`config.mk`:
```
export PLATFORM = sky130hd
export DESIGN_NAME = fpro_uart_bus_master
export DESIGN_NICKNAME = d
export VERILOG_FILES = /design/src/rtl/fpro_uart_bus_master.sv
export SDC_FILE = /design/constraint.sdc
export NUM_CORES = 1
export LEC_CHECK = 0
export BUFFER_PORTS_ARGS = -buffer_cell sky130_fd_sc_hd__buf_2
export CAP_MARGIN = 10
export CORE_ASPECT_RATIO = 2
export CORE_UTILIZATION = 40
export DETAILED_ROUTE_END_ITERATION = 16
export PLACE_DENSITY_LB_ADDON = 0.3
export RECOVER_POWER = 100
export SLEW_MARGIN = 10
export SYNTH_ARGS = -nofsm -noshare
export SYNTH_HDL_FRONTEND = slang
export SYNTH_SLANG_ARGS = --single-unit
```
`constraint.sdc`:
```
create_clock -name clk -period 2.2 [get_ports clk]
set_clock_uncertainty 0.1 [all_clocks]
set_input_delay 0.11 -clock clk [delete_from_list [all_inputs] [get_ports clk]]
set_output_delay 0.11 -clock clk [all_outputs]
set_load 0.01 [all_outputs]
```
`src/rtl/fpro_uart_bus_master.sv`:
```
// Byte-stream debug bridge acting as initiator on the FPro MMIO bus.
// Parses 'W' (write) and 'R' (read) commands from an rx byte stream, issues
// one single-cycle bus transaction, and returns an ACK, NAK or read data
// bytes on a tx byte stream.
module fpro_uart_bus_master #(
    parameter int          TIMEOUT_CYC = 50_000_000,
    parameter logic [7:0]  ACK_BYTE    = 8'h4B,
    parameter logic [7:0]  NAK_BYTE    = 8'h3F
) (
    input  logic        clk,
    input  logic        reset,
    input  logic [7:0]  rx_data,
    input  logic        rx_valid,
    output logic        rx_ready,
    output logic [7:0]  tx_data,
    output logic        tx_valid,
    input  logic        tx_ready,
    output logic        mmio_cs,
    output logic        mmio_wr,
    output logic        mmio_rd,
    output logic [20:0] mmio_addr,
    output logic [31:0] mmio_wr_data,
    input  logic [31:0] mmio_rd_data,
    output logic        busy,
    output logic        err
);

    localparam int            TW       = (TIMEOUT_CYC > 2) ? $clog2(TIMEOUT_CYC) : 1;
    localparam logic [TW-1:0] TMO_LAST = TW'(TIMEOUT_CYC - 2);

    typedef enum logic [2:0] {IDLE, ADDR, DATA, BUS, RESP} state_t;

    state_t        state_q;
    logic          isWrite_q;
    logic [1:0]    byteCnt_q;
    logic [15:0]   addrShift_q;
    logic [23:0]   dataShift_q;
    logic [23:0]   respShift_q;
    logic [1:0]    respLeft_q;
    logic [TW-1:0] tmo_q;
    logic [7:0]    txData_q;
    logic          txValid_q;
    logic          cs_q;
    logic          wr_q;
    logic          rd_q;
    logic [20:0]   addr_q;
    logic [31:0]   wrData_q;
    logic          err_q;
    logic          rxFire;

    assign rx_ready     = (state_q == IDLE) || (state_q == ADDR) || (state_q == DATA);
    assign rxFire       = rx_valid && rx_ready;
    assign busy         = (state_q != IDLE);
    assign tx_data      = txData_q;
    assign tx_valid     = txValid_q;
    assign mmio_cs      = cs_q;
    assign mmio_wr      = wr_q;
    assign mmio_rd      = rd_q;
    assign mmio_addr    = addr_q;
    assign mmio_wr_data = wrData_q;
    assign err          = err_q;

    // Command parser, bus sequencer and response serializer in one FSM;
    // strobes and err default low so they can only ever last one cycle.
    always_ff @(posedge clk) begin
        if (reset) begin
            state_q     <= IDLE;
            isWrite_q   <= 1'b0;
            byteCnt_q   <= '0;
            addrShift_q <= '0;
            dataShift_q <= '0;
            respShift_q <= '0;
            respLeft_q  <= '0;
            tmo_q       <= '0;
            txData_q    <= '0;
            txValid_q   <= 1'b0;
            cs_q        <= 1'b0;
            wr_q        <= 1'b0;
            rd_q        <= 1'b0;
            addr_q      <= '0;
            wrData_q    <= '0;
            err_q       <= 1'b0;
        end else begin
            err_q <= 1'b0;
            cs_q  <= 1'b0;
            wr_q  <= 1'b0;
            rd_q  <= 1'b0;
            case (state_q)
                IDLE: begin
                    if (rxFire) begin
                        if (rx_data == 8'h57 || rx_data == 8'h52) begin
                            isWrite_q <= (rx_data == 8'h57);
                            byteCnt_q <= '0;
                            tmo_q     <= '0;
                            state_q   <= ADDR;
                        end else begin
                            err_q      <= 1'b1;
                            txData_q   <= NAK_BYTE;
                            txValid_q  <= 1'b1;
                            respLeft_q <= '0;
                            state_q    <= RESP;
                        end
                    end
                end
                ADDR: begin
                    if (rxFire) begin
                        tmo_q       <= '0;
                        addrShift_q <= {addrShift_q[7:0], rx_data};
                        byteCnt_q   <= byteCnt_q + 2'd1;
                        if (byteCnt_q == 2'd2) begin
                            addr_q <= {addrShift_q[12:0], rx_data};
                            if (isWrite_q) begin
                                byteCnt_q <= '0;
                                state_q   <= DATA;
                            end else begin
                                cs_q    <= 1'b1;
                                rd_q    <= 1'b1;
                                state_q <= BUS;
                            end
                        end
                    end else if (tmo_q == TMO_LAST) begin
                        err_q   <= 1'b1;
                        state_q <= IDLE;
                    end else begin
                        tmo_q <= tmo_q + TW'(1);
                    end
                end
                DATA: begin
                    if (rxFire) begin
                        tmo_q       <= '0;
                        dataShift_q <= {dataShift_q[15:0], rx_data};
                        byteCnt_q   <= byteCnt_q + 2'd1;
                        if (byteCnt_q == 2'd3) begin
                            wrData_q <= {dataShift_q, rx_data};
                            cs_q     <= 1'b1;
                            wr_q     <= 1'b1;
                            state_q  <= BUS;
                        end
                    end else if (tmo_q == TMO_LAST) begin
                        err_q   <= 1'b1;
                        state_q <= IDLE;
                    end else begin
                        tmo_q <= tmo_q + TW'(1);
                    end
                end
                BUS: begin
                    txValid_q <= 1'b1;
                    if (isWrite_q) begin
                        txData_q   <= ACK_BYTE;
                        respLeft_q <= 2'd0;
                    end else begin
                        txData_q    <= mmio_rd_data[31:24];
                        respShift_q <= mmio_rd_data[23:0];
                        respLeft_q  <= 2'd3;
                    end
                    state_q <= RESP;
                end
                RESP: begin
                    if (tx_ready) begin
                        if (respLeft_q == 2'd0) begin
                            txValid_q <= 1'b0;
                            state_q   <= IDLE;
                        end else begin
                            txData_q    <= respShift_q[23:16];
                            respShift_q <= {respShift_q[15:0], 8'h00};
                            respLeft_q  <= respLeft_q - 2'd1;
                        end
                    end
                end
                default: state_q <= IDLE;
            endcase
        end
    end

endmodule

```
=== Yosys cells after proc, flatten, opt, wreduce, memory -nomap -nowiden ===
Index checks and enable logic that the tools add are counted.

* Bits in registers: 161
* Bits in latches: 0
* Memory bits (writable): 0
* ROM bits: 0
* Input bits: 44
* Output and inout bits: 68
* Logic and storage cells: 122
* Memories kept: 0

* Add/sub/neg operators: 3
* Multiply operators: 0
* Divide/modulo/power cells: 0
* Magnitude comparators: 0
* Equality and inequality tests: 21
* Shifts and indexed selects: 0
* Mux-type cells: 55
* Bitwise gates (word level): 2
* Reductions and logical operators: 25

{| class="wikitable"
|+ Operators with widths
! operator !! count
|-
| $mux W26 || 4
|-
| $mux W24 || 3
|-
| $pmux W26 S2 || 1
|-
| $pmux W24 S2 || 1
|-
| $mux W8 || 5
|-
| $mux W3 || 9
|-
| $add A26 B1 Y26 const B || 1
|-
| $eq A26 B26 Y1 const B || 1
|-
| $pmux W8 S3 || 1
|-
| $mux W2 || 11
|-
| $reduce_and A5 Y1 || 4
|-
| $eq A8 B7 Y1 const B || 2
|-
| $ne A2 B2 Y1 const B || 8
|-
| $pmux W3 S5 || 1
|-
| $mux W1 || 14
|-
| $pmux W2 S3 || 2
|-
| $reduce_and A3 Y1 || 3
|-
| $reduce_bool A3 Y1 || 3
|-
| $reduce_and A4 Y1 || 2
|-
| $eq A3 B2 Y1 const B || 2
|-
| $ne A3 B2 Y1 const B || 2
|-
| $reduce_or A2 Y1 || 3
|-
| $eq A2 B2 Y1 const B || 2
|-
| $pmux W1 S2 || 2
|-
| other kinds (14) || 19
|}

=== Logic depth before layout (Yosys ltp) ===
Gate-level depths: netlist of the first run.

* Depth after elaboration: 6
* Mapped depth: 8
* Mapped depth without buffers: 7

=== Least setup slack after synthesis of the first run ===
OpenSTA, ideal clock, no wires.

* Path kind: reg-to-reg
* Start: reg tmo_q[8]
* End: reg tmo_q[6]
* Setup time: 0.088 ns
* Arrival time: 1.856 ns
* Required time: 2.012 ns
* Slack: 0.156 ns
* Cell stages (with the launch flop): 7
* Buffers on the path: 1
* Period minus slack after synthesis: 2.044 ns
* Cell sequence: dfxtp_1 buf_6 or4_4 nor4_4 a21o_4 nand2_4 a311oi_2

* Longest elaborated chain between the ends: 3

{| class="wikitable"
|+ RTL lines
! what !! line !! text
|-
| from (decl) || 40 || <nowiki>logic [TW-1:0] tmo_q;</nowiki>
|-
| from (signal assigned) || 125 || <nowiki>tmo_q <= tmo_q + TW'(1);</nowiki>
|-
| from (signal assigned) || 143 || <nowiki>tmo_q <= tmo_q + TW'(1);</nowiki>
|-
| $eq A26 B26 Y1 || 121, 139 ||
|-
| $ne A3 B3 Y1 (no line) || -- ||
|-
| $reduce_and A4 Y1 (no line) || -- ||
|}

Every way passes these cells.
A chain may end at the register's enable or synchronous reset.

=== Worst setup path after layout of the first run ===
* Start: reg tmo_q[0]
* End: reg err_q, in the netlist err

* Longest elaborated chain between the ends: 4

{| class="wikitable"
|+ RTL lines
! what !! line !! text
|-
| $eq A26 B26 Y1 || 121, 139 ||
|-
| $mux W1 || 121, 139 ||
|-
| $mux W1 || 106 || <nowiki>if (rxFire) begin</nowiki>
|-
| $pmux W1 S2 || 88 || <nowiki>case (state_q)</nowiki>
|-
| to (signal assigned) || 97 || <nowiki>err_q <= 1'b1;</nowiki>
|-
| to (signal assigned) || 122 || <nowiki>err_q <= 1'b1;</nowiki>
|-
| to (signal assigned) || 140 || <nowiki>err_q <= 1'b1;</nowiki>
|-
| to (decl) || 48 || <nowiki>logic err_q;</nowiki>
|}

Every way passes these cells.

==> impl_metrics.ini, run 1 <==
[floorplan]
io_pins = 112
die-area_sq_um = 17600
start_util_pct = 40.7
rows = 67
core_sq_um = 16800
die_h_um = 187
fp.dieW_um = 94.4

[grt]
grt_max_degree = 82
overflow = 0
track_usage_pct = 23.1
grt_pass1_vias = 6360
antenna_found_initial = 1
grt_pass1_wl_um = 31500

[power]
intPower_mw = 5.20
netSwitchingFraction_pct = 27.8
pwr-share-comb_pct = 15.3
power_frac_seq_pct = 43.1
power.switching_mw = 2.00
ir_worst_vdd_mv = 0.505
p_leak_nw = 3.06
p_per_area_nw_per_um2 = 824
pwr-share-clk_pct = 41.6

[worst_setup_path]
reg2reg_to = err$_SDFF_PP0_
reg2reg_from = tmo_q[0]$_SDFFE_PP0P_
worst_setup_path_start_kind = register
required_ns = 2.42
critPathKind = reg2reg
endpoint = err$_SDFF_PP0_
startpoint = tmo_q[0]$_SDFFE_PP0P_
rrSetupSlack_ns = 0.08
cp-end-kind = register
crit_arrival_ns = 2.34
critical_path.max_fanout = 4
rr_worst_depth = 7

[sta]
slew_violations = 0
setup_slack_ns = 0.0793
period_minus_slack_ns = 2.12
slew_headroom_pct = 60.6
setup_viol = 0
worst_pin_slew_ns = 0.590
fin_crit_sh_pct = 96.4
rsz0062_at_grt = no
tns_ns = 0
fmax_mhz = 472
finalHoldViolCount = 0

[detailed_routing]
wl_per_cell_um = 16.0
drc_errors = 0
drt_wl_total_um = 19800
ant_nets = 0
drtPass1Iterations = 5
viasPerCell = 5.31
dr_total_vias = 6565
drt-initial-drc-count = 253

[placed_design]
place_inst = 1165
place.gp.congestion = 0.890
port_buffers = 111
dpl.hpwl_um = 13600
dp_slack_ns = 0.0308

[finish]
fin_nets = 1065
drive_gt1_share_pct = 15.0
fillCellCount = 1673
synthToLayoutAreaGrowth_pct = 27.9
layout.cells.non_filler = 1236
final_common_cell = nand2_1
final_cell_mix = 249 x nand2_1, 160 x dfxtp_1, 125 x a21oi_1

[synth]
syn_area_sq_um = 6830
ys_seq_elements = 161
synth_edf_count = 0
yosys_warnings = 0
syn_area_per_cell_sq_um = 8.03
synth_flop_cell = dfxtp_1
synth_cell_types = 66
synth_cells = 851
syn_nets = 901
async_flop_share_pct = 0
synth.yosys.seq_area_share_pct = 47.2

[clocking]
cts_tree = yes
cts_num_sinks = 161
clk_pin_slew_ns = 0.07
cts_buffer_depth = 2
clock_latency_ns = 0.43
cts_root_buffer = clkbuf_16
numCtsBuffers = 17
cts-htree-levels = 4

[min_path]
hold_class = in2reg

[status]
outcome = finished, final reports clean

[run]
maxCapViolCount = 0
==> stage by stage <==
stage / hold slack (ns) / total power [mW] / utilization, % / instance area, sq um
2_1_floorplan: 0.146 / 3.84 / - / 6830
3_3_place_gp: 0.260 / 4.20 / 46.8 / 7840
3_5_place_dp: 0.268 / 4.21 / 46.8 / 7840
4_1_cts: 0.00359 / 7.25 / 52.5 / 8810
5_1_grt: 0.0165 / 7.50 / 52.1 / 8730
6_report: 0.0253 / 7.20 / 52.1 / 8730
==> registers in the layout, indices dropped and copies added, names as in the netlist, 3 cells and up <==
signal	cells
mmio_wr_data	32
tmo_q	26
dataShift_q	24
respShift_q	24
mmio_addr	21
addrShift_q	13
tx_data	8
state_q	3
==> cells in the mapped netlist (all sizes together), types with 3 or more instances <==
| cell | number | area, sq um |
|---|---|---|
| a31oi | 7 | 43.8 |
| or2 | 3 | 18.8 |
| or3 | 10 | 62.6 |
| and3 | 3 | 18.8 |
| nand4 | 11 | 75.1 |
| o21ai | 15 | 75.1 |
| nand3 | 18 | 90.1 |
| clkbuf | 46 | 173 |
| dfxtp | 161 | 3220 |
| ha | 6 | 75.1 |
| a21o | 3 | 30.0 |
| inv | 11 | 41.3 |
| nand2 | 250 | 946 |
| mux2i | 5 | 50.1 |
| a211oi | 6 | 45.0 |
| a21oi | 125 | 626 |
| nor4b | 4 | 50.1 |
| nand2b | 8 | 50.1 |
| nor3 | 8 | 40.0 |
| a311oi | 25 | 280 |
| nor2 | 53 | 199 |
| o221ai | 3 | 26.3 |
| a22oi | 8 | 60.1 |
| buf | 12 | 80.1 |
| o21bai | 3 | 33.8 |
| or4 | 7 | 56.3 |
| o31ai | 5 | 37.5 |
==> logic make-up (layout without fill, tap and decap cells) <==
group	Yosys count	after routing	share of synthesized area, %
compound gates	215	215	20.4
simple gates	392	392	25.8
buf+inv	69	246	4.30
flops	161	161	47.2
xor+xnor	3	3	0.495
fa+ha+maj	6	6	1.10
mux	5	5	0.733
other cells	0	1	0
==> how the worst min path moves through the flow <==
stage / startpoint / end / slack (ns) / depth (start not counted)
detailed placement: mmio_rd_data[0] / respShift_q[0]$_SDFFE_PP0P_ / 0.27 / 3
global placement: mmio_rd_data[4] / respShift_q[4]$_SDFFE_PP0P_ / 0.26 / 3
CTS: mmio_rd_data[28] / tx_data[4]$_SDFFE_PP0P_ / 0.004 / 4
floorplan: rx_data[5] / addrShift_q[5]$_SDFFE_PP0N_ / 0.15 / 2
finish: mmio_rd_data[29] / tx_data[5]$_SDFFE_PP0P_ / 0.03 / 4
global route: mmio_rd_data[28] / tx_data[4]$_SDFFE_PP0P_ / 0.02 / 4
==> metal layers <==
metal  track usage [%]  up-vias  share of wire [%]
li1                  -     3281                  -
met1              23.3     3056                 37
met2              42.3      172                 55
met3              3.74       56                3.2
met4              14.4        0                5.0
met5                 0        -                  0
==> final cells by class <==
cell class | count | area, sq um | share of cell area, %
Antenna cell | 1 | 2.50 | 0.0286
Clock buffer | 19 | 443 | 5.07
Clock inverter | 13 | 150 | 1.72
Inverter | 11 | 41.3 | 0.473
Multi-Input combinational cell | 621 | 3340 | 38.2
Sequential cell | 161 | 3220 | 36.9
Tap cell | 207 | 259 | 2.97
Timing Repair Buffer | 203 | 1270 | 14.6
==> critical path: stages (launching register included) <==
cell and delay, ns:
dfxtp_1 0.34, inv_1 0.08, ha_1 0.13, or3b_2 0.49, nor3_2 0.28, nand3_1 0.13
a21o_1 0.20, a211oi_1 0.26
==> repair_timing <==
action | CTS | global route
resized for setup | 0 | 13
setup endpoints to repair | 0 | 21
hold buffers | 37 | 0
buffers inserted | 0 | 1
hold endpoints to repair | 52 | 0
==> power by group through the flow <==
stage | clock network [mW] | registers, mW | logic, mW
floorplan | 0 | 3.16 | 0.679
global placement | 0 | 3.16 | 1.04
detailed placement | 0 | 3.17 | 1.05
CTS | 3.05 | 3.10 | 1.10
global route | 3.17 | 3.11 | 1.21
finish | 2.99 | 3.10 | 1.10
Power figures use the tool's default switching activity.
==> inputs of run 2 (changes only) <==
==> constraint.sdc (replaced) <==
create_clock -name clk -period 2.7 [get_ports clk]
set_clock_uncertainty 0.1 [all_clocks]
set_input_delay 0.135 -clock clk [delete_from_list [all_inputs] [get_ports clk]]
set_output_delay 0.135 -clock clk [all_outputs]
set_load 0.01 [all_outputs]
==> impl_metrics.ini, run 2 (synthesis gave the netlist of run 1 again) <==
[status]
outcome = finished, final reports clean

[sta]
fin_crit_sh_pct = 92.5
setup_slack_ns = 0.202
period_minus_slack_ns = 2.50
worst_pin_slew_ns = 1.11
finalHoldViolCount = 0
tns_ns = 0
slew_violations = 0
slew_headroom_pct = 25.8
rsz0062_at_grt = no
setup_viol = 0
fmax_mhz = 400

[clocking]
cts_root_buffer = clkbuf_16
clock_latency_ns = 0.42
ctsResizeCount = 0
cts_buffer_depth = 2
cts-htree-levels = 4
cts_tree = yes
numCtsBuffers = 17
cts_num_sinks = 161
clk_pin_slew_ns = 0.06

[power]
p_total_mw = 5.61
p_leak_nw = 2.84
ir_worst_vdd_mv = 0.355
p_per_area_nw_per_um2 = 674

[detailed_routing]
viasPerCell = 5.27
drc_errors = 0
dr_total_vias = 6340
ant_nets = 0
drtPass1Iterations = 4
drt-initial-drc-count = 255
drt_wl_total_um = 18500
wl_per_cell_um = 15.4

[placed_design]
port_buffers = 111
dpl-instance-area_sq_um = 7570
dp_slack_ns = 0.342
dpl.hpwl_um = 12900
place_inst = 1134
place.gp.congestion = 0.838

[worst_setup_path]
critPathKind = in2reg
critical_path.max_fanout = 14
rr_worst_depth = 5
worst_setup_path_start_kind = primary input
cp-end-kind = register
required_ns = 2.95
critPathSlowestCell = a311oi_2
cp_top_family = compound AO/OA/AOI/OAI gates
worstPathCellList = dlygate4sd3_1 -> buf_2 -> and4bb_1 -> a311oi_2 -> a221oi_2 -> buf_4 -> or3_1 -> a21oi_1
cp.depth = 8
critPathBufInv = 3
crit_arrival_ns = 2.75
critPathMaxStageDelay_ns = 0.75

[grt]
grt_pass1_vias = 5930
grt_pass1_wl_um = 29500
track_usage_pct = 21.6
antenna_found_initial = 0
grt_max_degree = 62
overflow = 0

[finish]
drive_gt1_share_pct = 11.3
synthToLayoutAreaGrowth_pct = 21.8
fin_nets = 1032
final_cell_mix = 249 x nand2_1, 161 x dfxtp_1, 125 x a21oi_1
regArea_sq_um = 3220
antennaDiodeCount = 0
layout.cells.non_filler = 1202
largest_reg_flops = 32
final_area_sq_um = 8320
final_common_cell = nand2_1
multi_input_area_sq_um = 3250
fillCellCount = 1706

[min_path]
min_path_cells = 3
hold_class = in2reg

[floorplan]
die-area_sq_um = 17600
start_util_pct = 40.7
core_sq_um = 16800
die_h_um = 187
fp.dieW_um = 94.4
rows = 67
io_pins = 112

[run]
maxCapViolCount = 0
[run 2: worst min-delay path: stages]
cell,delay (ns)
buf_2,0.11
o21ai_0,0.18
a311oi_1,0.09
[run 2: path summary, 6_finish.rpt]
| path | to | start | slack [ns] |
|---|---|---|---|
| setup / recovery | tx_data[4]$_SDFFE_PP0P_ | rx_data[5] | 0.20 |
| hold / removal | tx_data[6]$_SDFFE_PP0P_ | mmio_rd_data[30] | 0.04 |
| hold reg to reg | mmio_addr[16]$_SDFFE_PP0P_ | addrShift_q[8]$_SDFFE_PP0N_ | 0.34 |
| setup reg to reg | tmo_q[10]$_SDFFE_PP0P_ | tmo_q[8]$_SDFFE_PP0P_ | 0.22 |
[run 2: area by class of cell]
type                    count  area share [%]
clock buffers              18            5.16
clock inverters            14            1.47
inverters                  11           0.496
multi-input cells         621            39.1
flip-flops and latches    161            38.7
well taps                 207            3.11
repair buffers            170            11.9
[run 2: through the flow]
step,utilization (%),hold WS [ns]
2_1_floorplan,-,0.171
3_3_place_gp,45.2,0.282
3_5_place_dp,45.2,0.292
4_1_cts,50.6,0.0202
5_1_grt,49.6,0.0502
6_report,49.6,0.0381
[run 2: per-layer routing]
layer	routed length [um]	part of all wire, %	global-route usage, %	vias up
met4	705	3.8	11.4	0
met3	511	2.8	3.66	40
li1	-	-	-	3209
met5	0	0	0	-
met2	10200	55	40.2	137
met1	7160	39	22.1	2954
[run 2: report_power, final]
| group | internal (mW) | switching, mW |
|---|---|---|
| Clock | 1.21 | 1.07 |
| Sequential | 2.47 | 0.0608 |
| Combinational | 0.296 | 0.501 |
| Total | 3.98 | 1.63 |
[run 2: what timing repair did]
action	4_1_cts	5_1_grt
endpoints found under the setup margin	0	0
hold endpoints to repair	58	0
hold buffers	36	0
buffers inserted	0	0
